--- src/rtl/ce_arb_pkg.sv ---
// Purpose : shared types and default sizing for the ce_arbiter block.
// Latency : n/a (declarations only).
// Backpressure: n/a.
//
// Contents:
//   arb_state_t  - arbiter FSM state (IDLE, GRANT, LOCKED)
//   *_DEF        - default values for NUM_REQ, DATA_W and MAX_LOCK
package ce_arb_pkg;

   typedef enum logic [1:0] {
      IDLE   = 2'd0,
      GRANT  = 2'd1,
      LOCKED = 2'd2
   } arb_state_t;

   localparam int NUM_REQ_DEF  = 4;
   localparam int DATA_W_DEF   = 8;
   localparam int MAX_LOCK_DEF = 8;

endpackage

--- src/rtl/ce_arbiter_rr_pick.sv ---
// Purpose : round-robin winner search, first set req bit at or above ptr, wrapping.
// Latency : purely combinational, no registers.
// Backpressure: none; vld is low when no request is set.
//
// Ports:
//   req - request vector, one bit per requester
//   ptr - index of the highest-priority requester this cycle
//   win - index of the selected requester (0 when vld is low)
//   vld - at least one request is set
module rr_pick #(
   parameter int NUM_REQ = 4,
   parameter int PTR_W   = $clog2(NUM_REQ)
) (
   input  logic [NUM_REQ-1:0] req,
   input  logic [PTR_W-1:0]   ptr,
   output logic [PTR_W-1:0]   win,
   output logic               vld
);

   always_comb begin
      int idx;
      win = '0;
      vld = 1'b0;
      idx = 0;
      for (int k = 0; k < NUM_REQ; k++) begin
         // Explicit wrap so non-power-of-two NUM_REQ never indexes past the top.
         idx = int'(ptr) + k;
         if (idx >= NUM_REQ) idx = idx - NUM_REQ;
         if (!vld && req[idx]) begin
            win = PTR_W'(idx);
            vld = 1'b1;
         end
      end
   end

endmodule

--- src/rtl/ce_arbiter.sv ---
// Purpose : round-robin arbiter loading one requester's data into a shared register.
// Latency : 1 cycle from REQ sampled to GNT/CE/Q; all outputs registered.
// Backpressure: none; losing requesters keep REQ high and are served in rotation.
//
// Optional feature macro: CE_ARB_LOCK_EN (adds LOCK port, LOCKED state, lock counter).
// Ports:
//   CK   - rising-edge clock
//   SR   - synchronous active-high reset
//   REQ  - level request per requester
//   D    - packed data, requester i at [i*DATA_W +: DATA_W]
//   LOCK - per-requester hold request (CE_ARB_LOCK_EN builds only)
//   GNT  - registered one-hot grant, zero when idle
//   CE   - registered load strobe, OR of GNT
//   Q    - shared registered data
module ce_arbiter
   import ce_arb_pkg::*;
#(
   parameter int NUM_REQ  = NUM_REQ_DEF,
   parameter int DATA_W   = DATA_W_DEF,
   parameter int MAX_LOCK = MAX_LOCK_DEF
) (
   input  logic                      CK,
   input  logic                      SR,
   input  logic [NUM_REQ-1:0]        REQ,
   input  logic [NUM_REQ*DATA_W-1:0] D,
`ifdef CE_ARB_LOCK_EN
   input  logic [NUM_REQ-1:0]        LOCK,
`endif
   output logic [NUM_REQ-1:0]        GNT,
   output logic                      CE,
   output logic [DATA_W-1:0]         Q
);

   localparam int PTR_W = $clog2(NUM_REQ);

   if (NUM_REQ < 2 || NUM_REQ > 16 || DATA_W < 1 || MAX_LOCK < 2 || MAX_LOCK > 255) begin : g_bad_param
      $error("ce_arbiter: parameter out of range");
   end

   arb_state_t          state, state_nxt;
   logic [PTR_W-1:0]    ptr, ptr_nxt;
   logic [NUM_REQ-1:0]  gnt_nxt;
   logic                ce_nxt;
   logic [DATA_W-1:0]   q_nxt;
   logic [PTR_W-1:0]    pick_win;
   logic                pick_vld;

   rr_pick #(
      .NUM_REQ (NUM_REQ),
      .PTR_W   (PTR_W)
   ) u_pick (
      .req (REQ),
      .ptr (ptr),
      .win (pick_win),
      .vld (pick_vld)
   );

`ifdef CE_ARB_LOCK_EN
   logic [PTR_W-1:0] gidx, gidx_nxt;
   logic [7:0]       lock_cnt, lock_cnt_nxt;
   logic             hold;

   // The current holder keeps the grant while it still requests and locks,
   // capped at MAX_LOCK consecutive granted cycles (lock_cnt counts them).
   assign hold = (state != IDLE) && REQ[gidx] && LOCK[gidx] &&
                 (int'(lock_cnt) < MAX_LOCK);
`endif

   // State and output registers.
   always_ff @(posedge CK) begin
      if (SR) begin
         state <= IDLE;
         ptr   <= '0;
         GNT   <= '0;
         CE    <= 1'b0;
         Q     <= '0;
`ifdef CE_ARB_LOCK_EN
         gidx     <= '0;
         lock_cnt <= '0;
`endif
      end else begin
         state <= state_nxt;
         ptr   <= ptr_nxt;
         GNT   <= gnt_nxt;
         CE    <= ce_nxt;
         Q     <= q_nxt;
`ifdef CE_ARB_LOCK_EN
         gidx     <= gidx_nxt;
         lock_cnt <= lock_cnt_nxt;
`endif
      end
   end

   // Next-state logic.
   always_comb begin
      state_nxt = IDLE;
      case (state)
         IDLE, GRANT: state_nxt = pick_vld ? GRANT : IDLE;
`ifdef CE_ARB_LOCK_EN
         LOCKED:      state_nxt = pick_vld ? GRANT : IDLE;
`endif
         default:     state_nxt = IDLE;
      endcase
`ifdef CE_ARB_LOCK_EN
      if (hold) state_nxt = LOCKED;
`endif
   end

   // Next values of the registered outputs and the rotation pointer.
   always_comb begin
      gnt_nxt = '0;
      ce_nxt  = 1'b0;
      q_nxt   = Q;
      ptr_nxt = ptr;
`ifdef CE_ARB_LOCK_EN
      gidx_nxt     = gidx;
      lock_cnt_nxt = '0;
      if (hold) begin
         // Pointer already sits at holder+1 from the original grant.
         gnt_nxt      = GNT;
         ce_nxt       = 1'b1;
         q_nxt        = D[int'(gidx)*DATA_W +: DATA_W];
         lock_cnt_nxt = lock_cnt + 8'd1;
      end else
`endif
      if (pick_vld) begin
         gnt_nxt = NUM_REQ'(1) << pick_win;
         ce_nxt  = 1'b1;
         q_nxt   = D[int'(pick_win)*DATA_W +: DATA_W];
         // Winner drops to lowest priority on the next arbitration.
         if (int'(pick_win) == NUM_REQ - 1) ptr_nxt = '0;
         else                               ptr_nxt = pick_win + PTR_W'(1);
`ifdef CE_ARB_LOCK_EN
         gidx_nxt     = pick_win;
         lock_cnt_nxt = 8'd1;
`endif
      end
   end

endmodule

--- config.mk ---
export PLATFORM = sky130hd
export DESIGN_NAME = ce_arbiter
export DESIGN_NICKNAME = d
export VERILOG_FILES = /design/src/rtl/ce_arb_pkg.sv /design/src/rtl/ce_arbiter_rr_pick.sv /design/src/rtl/ce_arbiter.sv
export SDC_FILE = /design/constraint.sdc
export NUM_CORES = 1
export LEC_CHECK = 0
export ABC_AREA = 1
export BUFFER_PORTS_ARGS = -buffer_cell sky130_fd_sc_hd__clkbuf_2
export CAP_MARGIN = 40
export CORE_ASPECT_RATIO = 1.25
export CORE_MARGIN = 2
export CORE_UTILIZATION = 40
export CTS_CLUSTER_SIZE = 40
export DETAILED_ROUTE_END_ITERATION = 12
export PLACE_DENSITY = 0.7
export RECOVER_POWER = 25
export SLEW_MARGIN = 5
export SYNTH_ARGS = -nofsm -noshare
export SYNTH_HDL_FRONTEND = slang
export SYNTH_SLANG_ARGS = --single-unit
export TNS_END_PERCENT = 50
--- constraint.sdc ---
create_clock -name CK -period 2.07 [get_ports CK]
set_input_delay 0.1035 -clock CK [delete_from_list [all_inputs] [get_ports CK]]
set_output_delay 0.1035 -clock CK [all_outputs]
set_load 0.005 [all_outputs]
---- Word level (Yosys, flattened, before mapping) ----
Cells that the tools add are included.
storage, ports and cells
  latch bits .............................. 0
  memory bits (read-only) ................. 0
  register bits after elaboration ......... 15
  output and inout bits ................... 13
  input bits .............................. 38
  bits in writable memories ............... 0
  memories ................................ 0
cells by class
  mux-type cells .......................... 26
  divide/modulo/power cells ............... 0
  bitwise gates (word level) .............. 1
  equality and inequality tests ........... 1
  shifts and indexed selects .............. 2
  add/subtract/negate cells ............... 8
  $mul .................................... 0
  reduce and logical (&&, ||, !) cells .... 7
  magnitude comparators ................... 8
operator list
  kind                   number
  $lt 32x4->1 const B    4
  $mux 32                4
  $ge 32x4->1 const B    3
  $sub 32x4->32 const B  3
  $shiftx 32x6->8        1
  $mux 1                 13
  $mux 2                 5
  $bmux 1 s2             4
  $add 2x2->3 const B    2
  $shl 1x2->4 const A    1
  $sub 2x3->4 const B    1
  $add 2x1->3 const B    1
  $ge 2x3->1 const B     1
  $logic_and 1x1->1      3
  $logic_not 1->1        3
  $add 2x1->2 const B    1
  $eq 2x1->1 const B     1
  $reduce_or 2->1        1
  $not 1->1              1

---- Depth between registers and ports, before layout ----
Gate-level depths: netlist of run 1.
  depth after elaboration ................. 17
  mapped depth ............................ 15
  mapped depth without buffers ............ 14

---- By module ----
Synthesis of run 1 repeated with hierarchy kept, for this count alone.
unflattened totals
  cells, all modules ...................... 170
  area total of the unflattened synthesis .. 1106.1 µm²
modules (own cells, without submodules)
  module      times used  area an instance (µm²)  seq. area each (µm²)  cells each
  ce_arbiter  1           787.0                   300.3                 111
  rr_pick     1           319.1                   0.0                   59

---- Worst setup path after synthesis of run 1 ----
OpenSTA, ideal clock, no wires.
  path type ............................... reg2reg
  start ................................... reg ptr[0]
  end ..................................... reg Q[1]
  path slack .............................. 0.459 ns
  data required time ...................... 1.961 ns
  data arrival time ....................... 1.503 ns
  stages on the path, launching flop included .. 14
  cells stage by stage .................... dfxtp_1 buf_4 nand2_2 nand3_1 nand2_2 nor2_4 nand3_2 nand3_1 nand2_1 buf_2 nand3_1 nand3_1 nand2_1 inv_1
between the ends
  word-level cells in the longest chain between the ends .. 16
RTL lines
  what                                                    line              source
  start: declaration                                      ce_arbiter.sv:41  logic [PTR_W-1:0] ptr, ptr_nxt;
  start signal: assignment                                ce_arbiter.sv:83  ptr <= ptr_nxt;
  branches (longest 16 deep; another with $sub 32x4->32)  --
  end signal: assignment                                  ce_arbiter.sv:86  Q <= q_nxt;
  end: declaration                                        ce_arbiter.sv:31  output logic [DATA_W-1:0] Q
Several ways; the timed one is not identified. The select of a mux whose other input is x is not followed.
A chain may end at the register's enable or synchronous reset.

---- Final worst setup path of run 1 ----
  start ................................... reg ptr[0]
  end ..................................... reg Q[0]
The elaborated chain is that of the path after synthesis.

==> metrics.cfg, run 1 <==
[clock_tree]
clkSlewWorstSetupHoldPaths_ns=0.09
cts_buffer_depth=2
clock_sinks=15
htree_levels=1
clk_latency_ns=0.28
ctsResizeCount=0
postCtsHoldBufs=0
cts-root-buf=clkbuf_4
cts_setup_buffers=0
cts_tree=done
cts_buffers=3

[routing]
initialDrtViolationCount=26
vias_per_cell=4.80
dr_wl_met3_um=142
dr.pass1.iters=4
postRouteAntennaNets=0
route.top_layer_used=met4
wl_met1_mm=1.17
drt-total-wl_mm=2.80
met2_length_mm=1.46
drcViolationCount=0
num_vias=1305
post_drt_wl_per_cell_um=10.3

[final_layout]
n_antenna_cell=0
drive_gt1_share_pct=33.2
area_growth_pct=28.3
design_area_sq_um=1430
nets=277

[floorplan]
die_h_um=63.1
die_w_um=51.2
coreArea_sq_um=2680
fp.dieArea_sq_um=3230
rows=21
io_pins=51
start_util_pct=41.6

[job]
cap_violations=0

[setup_path]
crit_fanout=20
arrival_ns=2.04
r2r_slack_ns=0.22
crit_required_ns=2.26
reg2reg_depth=14
end_kind=flip-flop
worstSetupPathType=reg -> reg
cp-start-kind=flip-flop

[yosys]
syn_area_sq_um=1120
synth-main-ff-cell=dfxtp_1
synth_top_cells_by_count=nand2_1, nand3_1, inv_1, dfxtp_1, nand2_2
synth-edff-count=0
yosys_warnings=0
syn_avg_cell_area_sq_um=6.07
ys_types=23
syn-num-nets=222
synthArstFlopShare_pct=0
yosysSeqAreaShare_pct=26.9
synth_seq_cells=15
synthCells=184
yosys-top-cells-area=dfxtp_1, nand3_1, nand2_1
yosysMostFrequentCell=nand2_1
synth_top_area_share_pct=26.9
post-synth-top-area-cell=dfxtp_1

[global_routing]
overflow=0
grt_pass1_vias=1272
grt_pass1_wl_mm=4.94
grtUsageTotal_pct=19.3
antenna_found_initial=0
grt_max_degree=21

[timing]
finalCriticalPeriod_ns=1.85
worst_slew_margin_rel_pct=80.5
setup_violations=0
finalSetupTns_ns=0
hold_viol_final=0
rsz0062_at_grt=false
period_share_pct=89.5
final_max_slew_viol_count=0
setup_slack_ns=0.217
max_freq_mhz=540
tightest_slew_ns=0.293
finalClockSkew_ns=0.00674

[power]
vdd_drop_max_mv=0.896
leakage_nw=0.849
p_per_area_nw_per_um2=1580

[placed_design]
placed_cell_area_sq_um=1410
gp_congestion=0.901
portBuffers=50
place_hpwl_mm=2.24
dpl_worst_slack_ns=0.217

[hold_path]
min_path_type=in -> reg
min_path_cells=2

[outcome]
outcome=complete, no violations

-- stage by stage --
| stage | hold slack, ns | utilization, % | instances | power, mW |
|---|---|---|---|---|
| 2_1_floorplan | 0.173 | - | 184 | 1.78 |
| 3_3_place_gp | 0.309 | 52.5 | 268 | 2.10 |
| 3_5_place_dp | 0.308 | 52.5 | 268 | 2.12 |
| 4_1_cts | 0.0105 | 53.5 | 272 | 2.29 |
| 5_1_grt | 0.0174 | 53.4 | 272 | 2.54 |
| 6_report | 0.0111 | 53.4 | 272 | 2.26 |
-- power breakdown --
part | switching [mW] | internal, mW | total, mW
clock | 0.0954 | 0.0717 | 0.167
combinational | 1.05 | 0.585 | 1.63
sequential | 0.0537 | 0.410 | 0.463
-- area by class of cell --
type,count,area [sq um]
inverters,29,109
fillers,321,1250
well taps,34,42.5
repair buffers,56,293
flip-flops and latches,15,300
multi-input cells,134,659
clock inverters,1,5.00
clock buffers,3,22.5
-- per-layer routing --
metal  vias up  GRT usage, %
met5         -             0
met4         0          8.22
met3         2          2.84
met2        37          34.3
met1       573          22.4
li1        693             -
-- placed cells by master, fill, tap and decap left out --
| cell | n |
|---|---|
| a21oi_1 | 1 |
| a31oi_1 | 2 |
| buf_4 | 6 |
| clkbuf_1 | 2 |
| clkbuf_2 | 48 |
| clkbuf_4 | 3 |
| clkinv_1 | 1 |
| clkinv_2 | 1 |
| dfxtp_1 | 15 |
| inv_1 | 23 |
| inv_2 | 5 |
| nand2_1 | 55 |
| nand2_2 | 8 |
| nand2_4 | 3 |
| nand3_1 | 46 |
| nand3_2 | 2 |
| nand3b_1 | 3 |
| nand4_1 | 1 |
| nor2_1 | 5 |
| nor2_2 | 1 |
| nor2_4 | 1 |
| nor3_1 | 1 |
| o21ai_0 | 3 |
| o21ai_2 | 1 |
| o31ai_1 | 1 |
-- final timing paths --
path                             start      to
worst max register to register  ptr[0]    Q[0]
worst min register to register    Q[5]    Q[5]
worst min-delay path                SR  ptr[1]
worst max-delay path            ptr[0]    Q[0]
-- kinds of logic after synthesis --
family	count (synthesis)	share of synthesized area (%)
compound gates	8	4.37
buf+inv	35	14.0
flops	15	26.9
simple gates	126	54.7
-- critical path: stages, from the launching register on --
cell	delay (ns)
dfxtp_1	0.37
buf_4	0.15
nand2_2	0.07
nand2_4	0.11
nand2_1	0.05
nand2_1	0.08
nor2_1	0.05
nor2_1	0.17
nand2_4	0.17
nand2_4	0.22
nand2_1	0.08
nand3_1	0.08
nand3_1	0.06
nand2_1	0.06
inv_1	0.03
-- flip-flops by register name (all words and copies together) (netlist names) --
signal  flops
CE          1
GNT         4
ptr         2
Q           8
(Power assumes the default switching activity.)
==> inputs of run 2 (changes only) <==
--- a/config.mk
+++ b/config.mk
@@ -5,7 +5,7 @@
 export SDC_FILE = /design/constraint.sdc
 export NUM_CORES = 1
 export LEC_CHECK = 0
-export ABC_AREA = 1
+export ABC_AREA = 0
 export BUFFER_PORTS_ARGS = -buffer_cell sky130_fd_sc_hd__clkbuf_2
 export CAP_MARGIN = 40
 export CORE_ASPECT_RATIO = 1.25
@@ -13,7 +13,7 @@
 export CORE_UTILIZATION = 40
 export CTS_CLUSTER_SIZE = 40
 export DETAILED_ROUTE_END_ITERATION = 12
-export PLACE_DENSITY = 0.7
+export PLACE_DENSITY = 0.75
 export RECOVER_POWER = 25
 export SLEW_MARGIN = 5
 export SYNTH_ARGS = -nofsm -noshare
==> run 2 against run 1 <==
  * Synthesized cell count down 46%
  * Fmax is 8.3% higher
  * Combinational power shrank 86%
  * Sequential share of layout area rose by 6.3 points
  * Sequential power fell by 25%
==> metrics.cfg, run 2 <==
[placed_design]
gp_congestion=0.794  ; -12%
portBuffers=50  ; unchanged
place_hpwl_mm=1.71  ; -24%

[power]
leakage_nw=0.543  ; -36%
vdd_drop_max_mv=0.309  ; -66%
p_per_area_nw_per_um2=670  ; -58%

[setup_path]
reg2reg_depth=5  ; -9
setup.worst_path.end=Q[2]
crit_fanout=11  ; -45%
crit_required_ns=2.23  ; -0.03 ns
cp-start-kind=flip-flop
end_kind=flip-flop
cp-startpoint=ptr[1]
r2r_start=ptr[1]
r2r_slack_ns=0.36  ; +0.14 ns
worstSetupPathType=reg -> reg
r2r_end=Q[2]
arrival_ns=1.87  ; -0.17 ns

[yosys]
yosysSeqAreaShare_pct=36.4  ; +9.5 points
synth-simple-area-share_pct=30.8  ; -24 points
yosys_warnings=0  ; unchanged
syn-num-nets=138  ; -38%
synth-edff-count=0  ; unchanged
synth_top_cells_by_count=dfxtp_1, nand2_1, nand3_1, nor2_1
synth_top_family_by_area=simple AND/OR/NAND/NOR gates
ys_types=30  ; +30%
syn_avg_cell_area_sq_um=8.26  ; +36%
yosys-top-cells-area=dfxtp_1, mux2i_1, nand3_1
synth-compound-area-share_pct=20.5  ; +16 points
synthCells=100  ; -46%
synth_seq_cells=15  ; unchanged
yosysMostFrequentCell=dfxtp_1
syn_area_sq_um=826  ; -26%
synth_fa_ha_area_share_pct=0  ; unchanged
post-synth-top-area-cell=dfxtp_1
synth_xor_area_share_pct=0  ; unchanged
synthArstFlopShare_pct=0  ; unchanged
synth_top_area_share_pct=36.4  ; +9.5 points
synth-main-ff-cell=dfxtp_1
synth.area.mux_share_pct=7.27  ; +7.3 points

[clock_tree]
ctsResizeCount=0  ; unchanged
clock_sinks=15  ; unchanged
htree_levels=1  ; unchanged
postCtsHoldBufs=0  ; unchanged
clkSlewWorstSetupHoldPaths_ns=0.08  ; about the same
cts-root-buf=clkbuf_4
cts_tree=done
cts_buffer_depth=2  ; unchanged
cts_setup_buffers=0  ; unchanged
cts_buffers=3  ; unchanged
clk_latency_ns=0.28  ; about the same

[routing]
num_vias=931  ; -29%
postRouteAntennaNets=0  ; unchanged
vias_per_cell=5.48  ; +14%
drcViolationCount=0  ; unchanged
initialDrtViolationCount=6  ; -77%
dr.pass1.iters=4  ; unchanged
drt-total-wl_mm=2.06  ; -27%
post_drt_wl_per_cell_um=12.1  ; +18%

[floorplan]
die_h_um=54.8  ; -13%
fp.dieArea_sq_um=2450  ; -24%
io_pins=51  ; unchanged
coreArea_sq_um=1960  ; -27%
start_util_pct=42.1  ; +0.50 points
rows=18  ; -14%
die_w_um=44.6  ; -13%

[job]
cap_violations=0  ; unchanged

[hold_path]
min_path_type=in -> reg
min_path_cells=2  ; unchanged

[final_layout]
final_common_cell=clkbuf_2
area_growth_pct=33.2
top_regs=Q (8), GNT (4), ptr (2)
nets=189  ; -32%
seq_area_sq_um=300  ; unchanged
n_antenna_cell=0  ; unchanged
final_core_util_pct=56.1  ; +2.7 points
multi_input_area_sq_um=483  ; -27%
largest-register=Q
mostFrequentLayoutCells=clkbuf_2, dfxtp_1, nand3_1, nand2_1, nor2_1
fillers=193  ; -40%
drive_gt1_share_pct=36.7  ; +3.5 points
largest_register_ffs=8  ; unchanged

[timing]
final_max_slew_viol_count=0  ; unchanged
hold_viol_final=0  ; unchanged
period_share_pct=82.6  ; -6.9 points
finalClockSkew_ns=0.00121  ; -0.00554 ns
finalSetupTns_ns=0  ; unchanged
max_freq_mhz=585  ; +8.3%
finalCriticalPeriod_ns=1.71  ; -0.142 ns
setup_violations=0  ; unchanged
worst_slew_margin_rel_pct=59.6  ; -21 points
rsz0062_at_grt=false
tightest_slew_ns=0.605  ; +0.312 ns

[global_routing]
grt_pass1_wl_mm=3.33  ; -33%
antenna_found_initial=0  ; unchanged
grt_pass1_vias=835  ; -34%
grtUsageTotal_pct=18.5  ; -0.76 points
grt_max_degree=12  ; -43%
overflow=0  ; unchanged

[outcome]
outcome=complete, no violations

[run 2: how the worst min path moves through the flow]
stage | from | endpoint | slack [ns]
4_1_cts | SR | ptr[1] | 0.008
5_1_grt | SR | ptr[1] | 0.009
2_1_floorplan | SR | ptr[1] | 0.18
3_3_place_gp | SR | ptr[1] | 0.30
3_5_place_dp | SR | ptr[1] | 0.31
6_report | SR | ptr[1] | 0.01
[run 2: per-stage QoR]
stage | instance area (sq um) | worst slack (ns) | instances | hold slack (ns) | power, mW
final | 1100 | 0.360 | 170 | 0.00993 | 0.737
after global routing | 1100 | 0.185 | 170 | 0.00943 | 0.784
after CTS | 1100 | 0.351 | 170 | 0.00786 | 0.743
after detailed placement | 1080 | 0.376 | 166 | 0.311 | 0.585
after global placement | 1080 | 0.415 | 166 | 0.305 | 0.578
after floorplan | 826 | 0.516 | 100 | 0.176 | 0.494
[run 2: cell families (layout without fill, tap and decap cells)]
group / Yosys count / after routing
AO/OA/AOI/OAI: 22 / 22
buffers and inverters: 9 / 59
flip-flops: 15 / 15
multiplexers: 6 / 6
AND/OR/NAND/NOR: 48 / 48
[run 2: metal layers]
layer	track usage (%)	share of wire (%)	routed length [um]
met5	0	0	0
met4	7.58	2.0	41
met3	3.30	7.9	163
met2	32.6	50	1020
met1	21.8	40	831
[run 2: worst max-delay path, stage by stage, from the launching register on]
cell      delay, ns
dfxtp_1        0.47
nand2_1        0.08
a221o_1        0.33
and2_1         0.33
mux2i_1        0.22
o221ai_1       0.14
[run 2: where the power goes]
group          switching, mW  total, mW  internal [mW]
sequential            0.0207      0.345          0.325
combinational          0.117      0.229          0.112
clock                 0.0879      0.163         0.0748
[run 2: final cells by class]
| type | count | share of cell area [%] |
|---|---|---|
| Tap cell | 20 | 2.28 |
| Sequential cell | 15 | 27.3 |
| Timing Repair Buffer | 50 | 22.4 |
| Clock buffer | 4 | 2.39 |
| Inverter | 5 | 1.71 |
| Multi-Input combinational cell | 76 | 43.9 |
==> inputs of run 3 (changes only) <==
--- a/config.mk
+++ b/config.mk
@@ -10,10 +10,10 @@
 export CAP_MARGIN = 40
 export CORE_ASPECT_RATIO = 1.25
 export CORE_MARGIN = 2
-export CORE_UTILIZATION = 40
+export CORE_UTILIZATION = 37
 export CTS_CLUSTER_SIZE = 40
 export DETAILED_ROUTE_END_ITERATION = 12
-export PLACE_DENSITY = 0.75
+export PLACE_DENSITY = 0.73
 export RECOVER_POWER = 25
 export SLEW_MARGIN = 5
 export SYNTH_ARGS = -nofsm -noshare
==> constraint.sdc (replaced) <==
create_clock -name CK -period 1.5 [get_ports CK]
set_input_delay 0.075 -clock CK [delete_from_list [all_inputs] [get_ports CK]]
set_output_delay 0.075 -clock CK [all_outputs]
set_load 0.005 [all_outputs]
==> run 3 against run 2 <==
  * The flow now finishes with violations (negative setup slack)
  * Core utilization up 3.2 points
  * Cell count up 13%
  * Setup slack worse by 0.43 ns
  * Register-to-register slack got worse by 0.43 ns
  * Sequential power is 39% higher
  * Count of clock-buffer cells in the layout unchanged
  * Highest routed layer unchanged
==> metrics.cfg, run 3 (synthesis gave the netlist of run 2 again) <==
[outcome]
outcome=complete, but fails checks
violations=negative setup slack

[timing]
max_freq_mhz=639  ; +9.2%
finalCriticalPeriod_ns=1.57  ; -0.144 ns
finalSetupTns_ns=-0.236  ; -0.236 ns
tightest_slew_ns=0.463  ; -0.141 ns
worst_slew_margin_rel_pct=69.0  ; +9.4 points
rsz0062_at_grt=true
period_share_pct=104  ; +22 points
final_max_slew_viol_count=0  ; unchanged
setup_violations=5  ; +5
hold_viol_final=0  ; unchanged
timing.hold.ws_ns=0.0891  ; +0.0791 ns
finalClockSkew_ns=0.00165  ; +0.000444 ns
setup_slack_ns=-0.0660  ; -0.426 ns

[clock_tree]
cts_setup_buffers=0  ; unchanged
clock_sinks=15  ; unchanged
cts-root-buf=clkbuf_4
cts_buffer_depth=2  ; unchanged
clkSlewWorstSetupHoldPaths_ns=0.09  ; about the same
cts_tree=done
cts_buffers=3  ; unchanged
htree_levels=1  ; unchanged
clk_latency_ns=0.28  ; about the same

[final_layout]
top_regs=Q (8), GNT (4), ptr (2)
nets=200  ; +5.8%
final_common_cell=clkbuf_2
largest-register=Q
fillers=218  ; +13%
final_cell_count_no_fill=192  ; +13%
n_antenna_cell=0  ; unchanged
area_growth_pct=55.3
largest_register_ffs=8  ; unchanged
mostFrequentLayoutCells=clkbuf_2, dfxtp_1, nand3_1, nor2_1, buf_4
drive_gt1_share_pct=49.7  ; +13 points

[placed_design]
gp_congestion=0.825  ; +3.9%
place_hpwl_mm=1.91  ; +11%
portBuffers=50  ; unchanged
dp_cells=186  ; +12%

[floorplan]
fp.dieArea_sq_um=2630  ; +7.4%
io_pins=51  ; unchanged
die_w_um=46.3  ; +3.6%
rows=19  ; +1
start_util_pct=38.2  ; -4.0 points
coreArea_sq_um=2160  ; +10%
die_h_um=56.8  ; +3.7%

[global_routing]
grt_pass1_wl_mm=3.81  ; +14%
antenna_found_initial=0  ; unchanged
grt_pass1_vias=944  ; +13%
grtUsageTotal_pct=19.6  ; +1.1 points
overflow=0  ; unchanged
grt_max_degree=12  ; unchanged

[setup_path]
r2r_end=Q[7]
r2r_start=ptr[0]
cp-startpoint=ptr[0]
worst-path-buf-inv=0  ; unchanged
setup.worst_path.end=Q[7]
crit_fanout=6  ; -5
end_kind=flip-flop
crit_chain=nor2b_4 -> or4_4 -> and3_1 -> a211oi_2 -> o31ai_1
cp-start-kind=flip-flop
reg2reg_depth=5  ; unchanged
crit_path_top_delay_cell=or4_4
r2r_slack_ns=-0.07  ; -0.43 ns
cpLargestDelayFamily=simple AND/OR/NAND/NOR gates
critPathMaxStageDelay_ns=0.58  ; +0.11 ns
crit_required_ns=1.67  ; -0.56 ns
cp.depth=5  ; unchanged
worstSetupPathType=reg -> reg
arrival_ns=1.74  ; -0.13 ns

[power]
p_total_mw=1.13  ; +53%
p_per_area_nw_per_um2=881  ; +31%
p_sw_share_pct=31.9  ; +1.3 points
internal_power_uw=769  ; +50%
p_comb_share_pct=37.1  ; +6.1 points
leakage_nw=0.627  ; +15%
vdd_drop_max_mv=0.428  ; +39%
seqPwrFrac_pct=42.4  ; -4.5 points
clkPwrFrac_pct=20.5  ; -1.6 points
switchingPower_uw=360  ; +60%

[routing]
drt-total-wl_mm=2.62  ; +28%
dr.pass1.iters=4  ; unchanged
num_vias=1009  ; +8.4%
vias_per_cell=5.26  ; -4.0%
initialDrtViolationCount=24  ; +18
post_drt_wl_per_cell_um=13.7  ; +13%
postRouteAntennaNets=0  ; unchanged
drcViolationCount=0  ; unchanged

[hold_path]
min_path_type=in -> reg

[job]
cap_violations=0  ; unchanged

-- run 3: worst register-to-register path, delay by kind of cell, from the launching register on --
family / cells / cell delay, ns
simple gates: 3 / 0.83
flops: 1 / 0.38
compound gates: 2 / 0.26
-- run 3: worst min path at each step --
stage / start / endpoint / slack [ns] / cells past startpoint
final: D[10] / Q[2] / 0.09 / 3
after global routing: D[26] / Q[2] / 0.12 / 3
after CTS: D[10] / Q[2] / 0.08 / 3
after detailed placement: SR / ptr[1] / 0.28 / 2
after global placement: SR / ptr[1] / 0.27 / 2
after floorplan: SR / ptr[1] / 0.14 / 1
-- run 3: stage by stage --
stage | worst slack [ns] | area (sq um) | util (%)
2_1_floorplan | -0.0211 | 831 | -
3_3_place_gp | -0.0249 | 1180 | 54.4
3_5_place_dp | -0.0547 | 1180 | 54.4
4_1_cts | -0.0545 | 1230 | 56.7
5_1_grt | -0.118 | 1280 | 59.3
6_report | -0.0660 | 1280 | 59.3
-- run 3: power groups by stage --
stage	clock network [mW]	logic [mW]	registers, mW
after floorplan	0	0.195	0.489
after global placement	0	0.360	0.482
after detailed placement	0	0.372	0.484
after CTS	0.238	0.384	0.476
after global routing	0.254	0.460	0.483
final	0.231	0.419	0.479
-- run 3: layout make-up --
| type | instances | area, sq um | share of cell area, % |
|---|---|---|---|
| Tap cell | 31 | 38.8 | 3.02 |
| Inverter | 5 | 18.8 | 1.46 |
| Sequential cell | 15 | 308 | 24.0 |
| Timing Repair Buffer | 60 | 339 | 26.4 |
| Multi-Input combinational cell | 77 | 552 | 43.0 |
| Clock buffer | 4 | 26.3 | 2.05 |
-- run 3: layer usage --
layer	track usage [%]	share of wire [%]	vias up
li1	-	-	492
met2	34.1	52	43
met5	0	0	-
met3	2.89	6.1	6
met4	8.57	1.9	0
met1	22.2	40	468
-- run 3: timing repair --
item,4_1_cts,5_1_grt
gates resized for setup,3,15
endpoints found under the hold margin,1,0
hold buffers,1,0
pin swaps,0,4
endpoints found under the setup margin,9,8
gates cloned,0,1
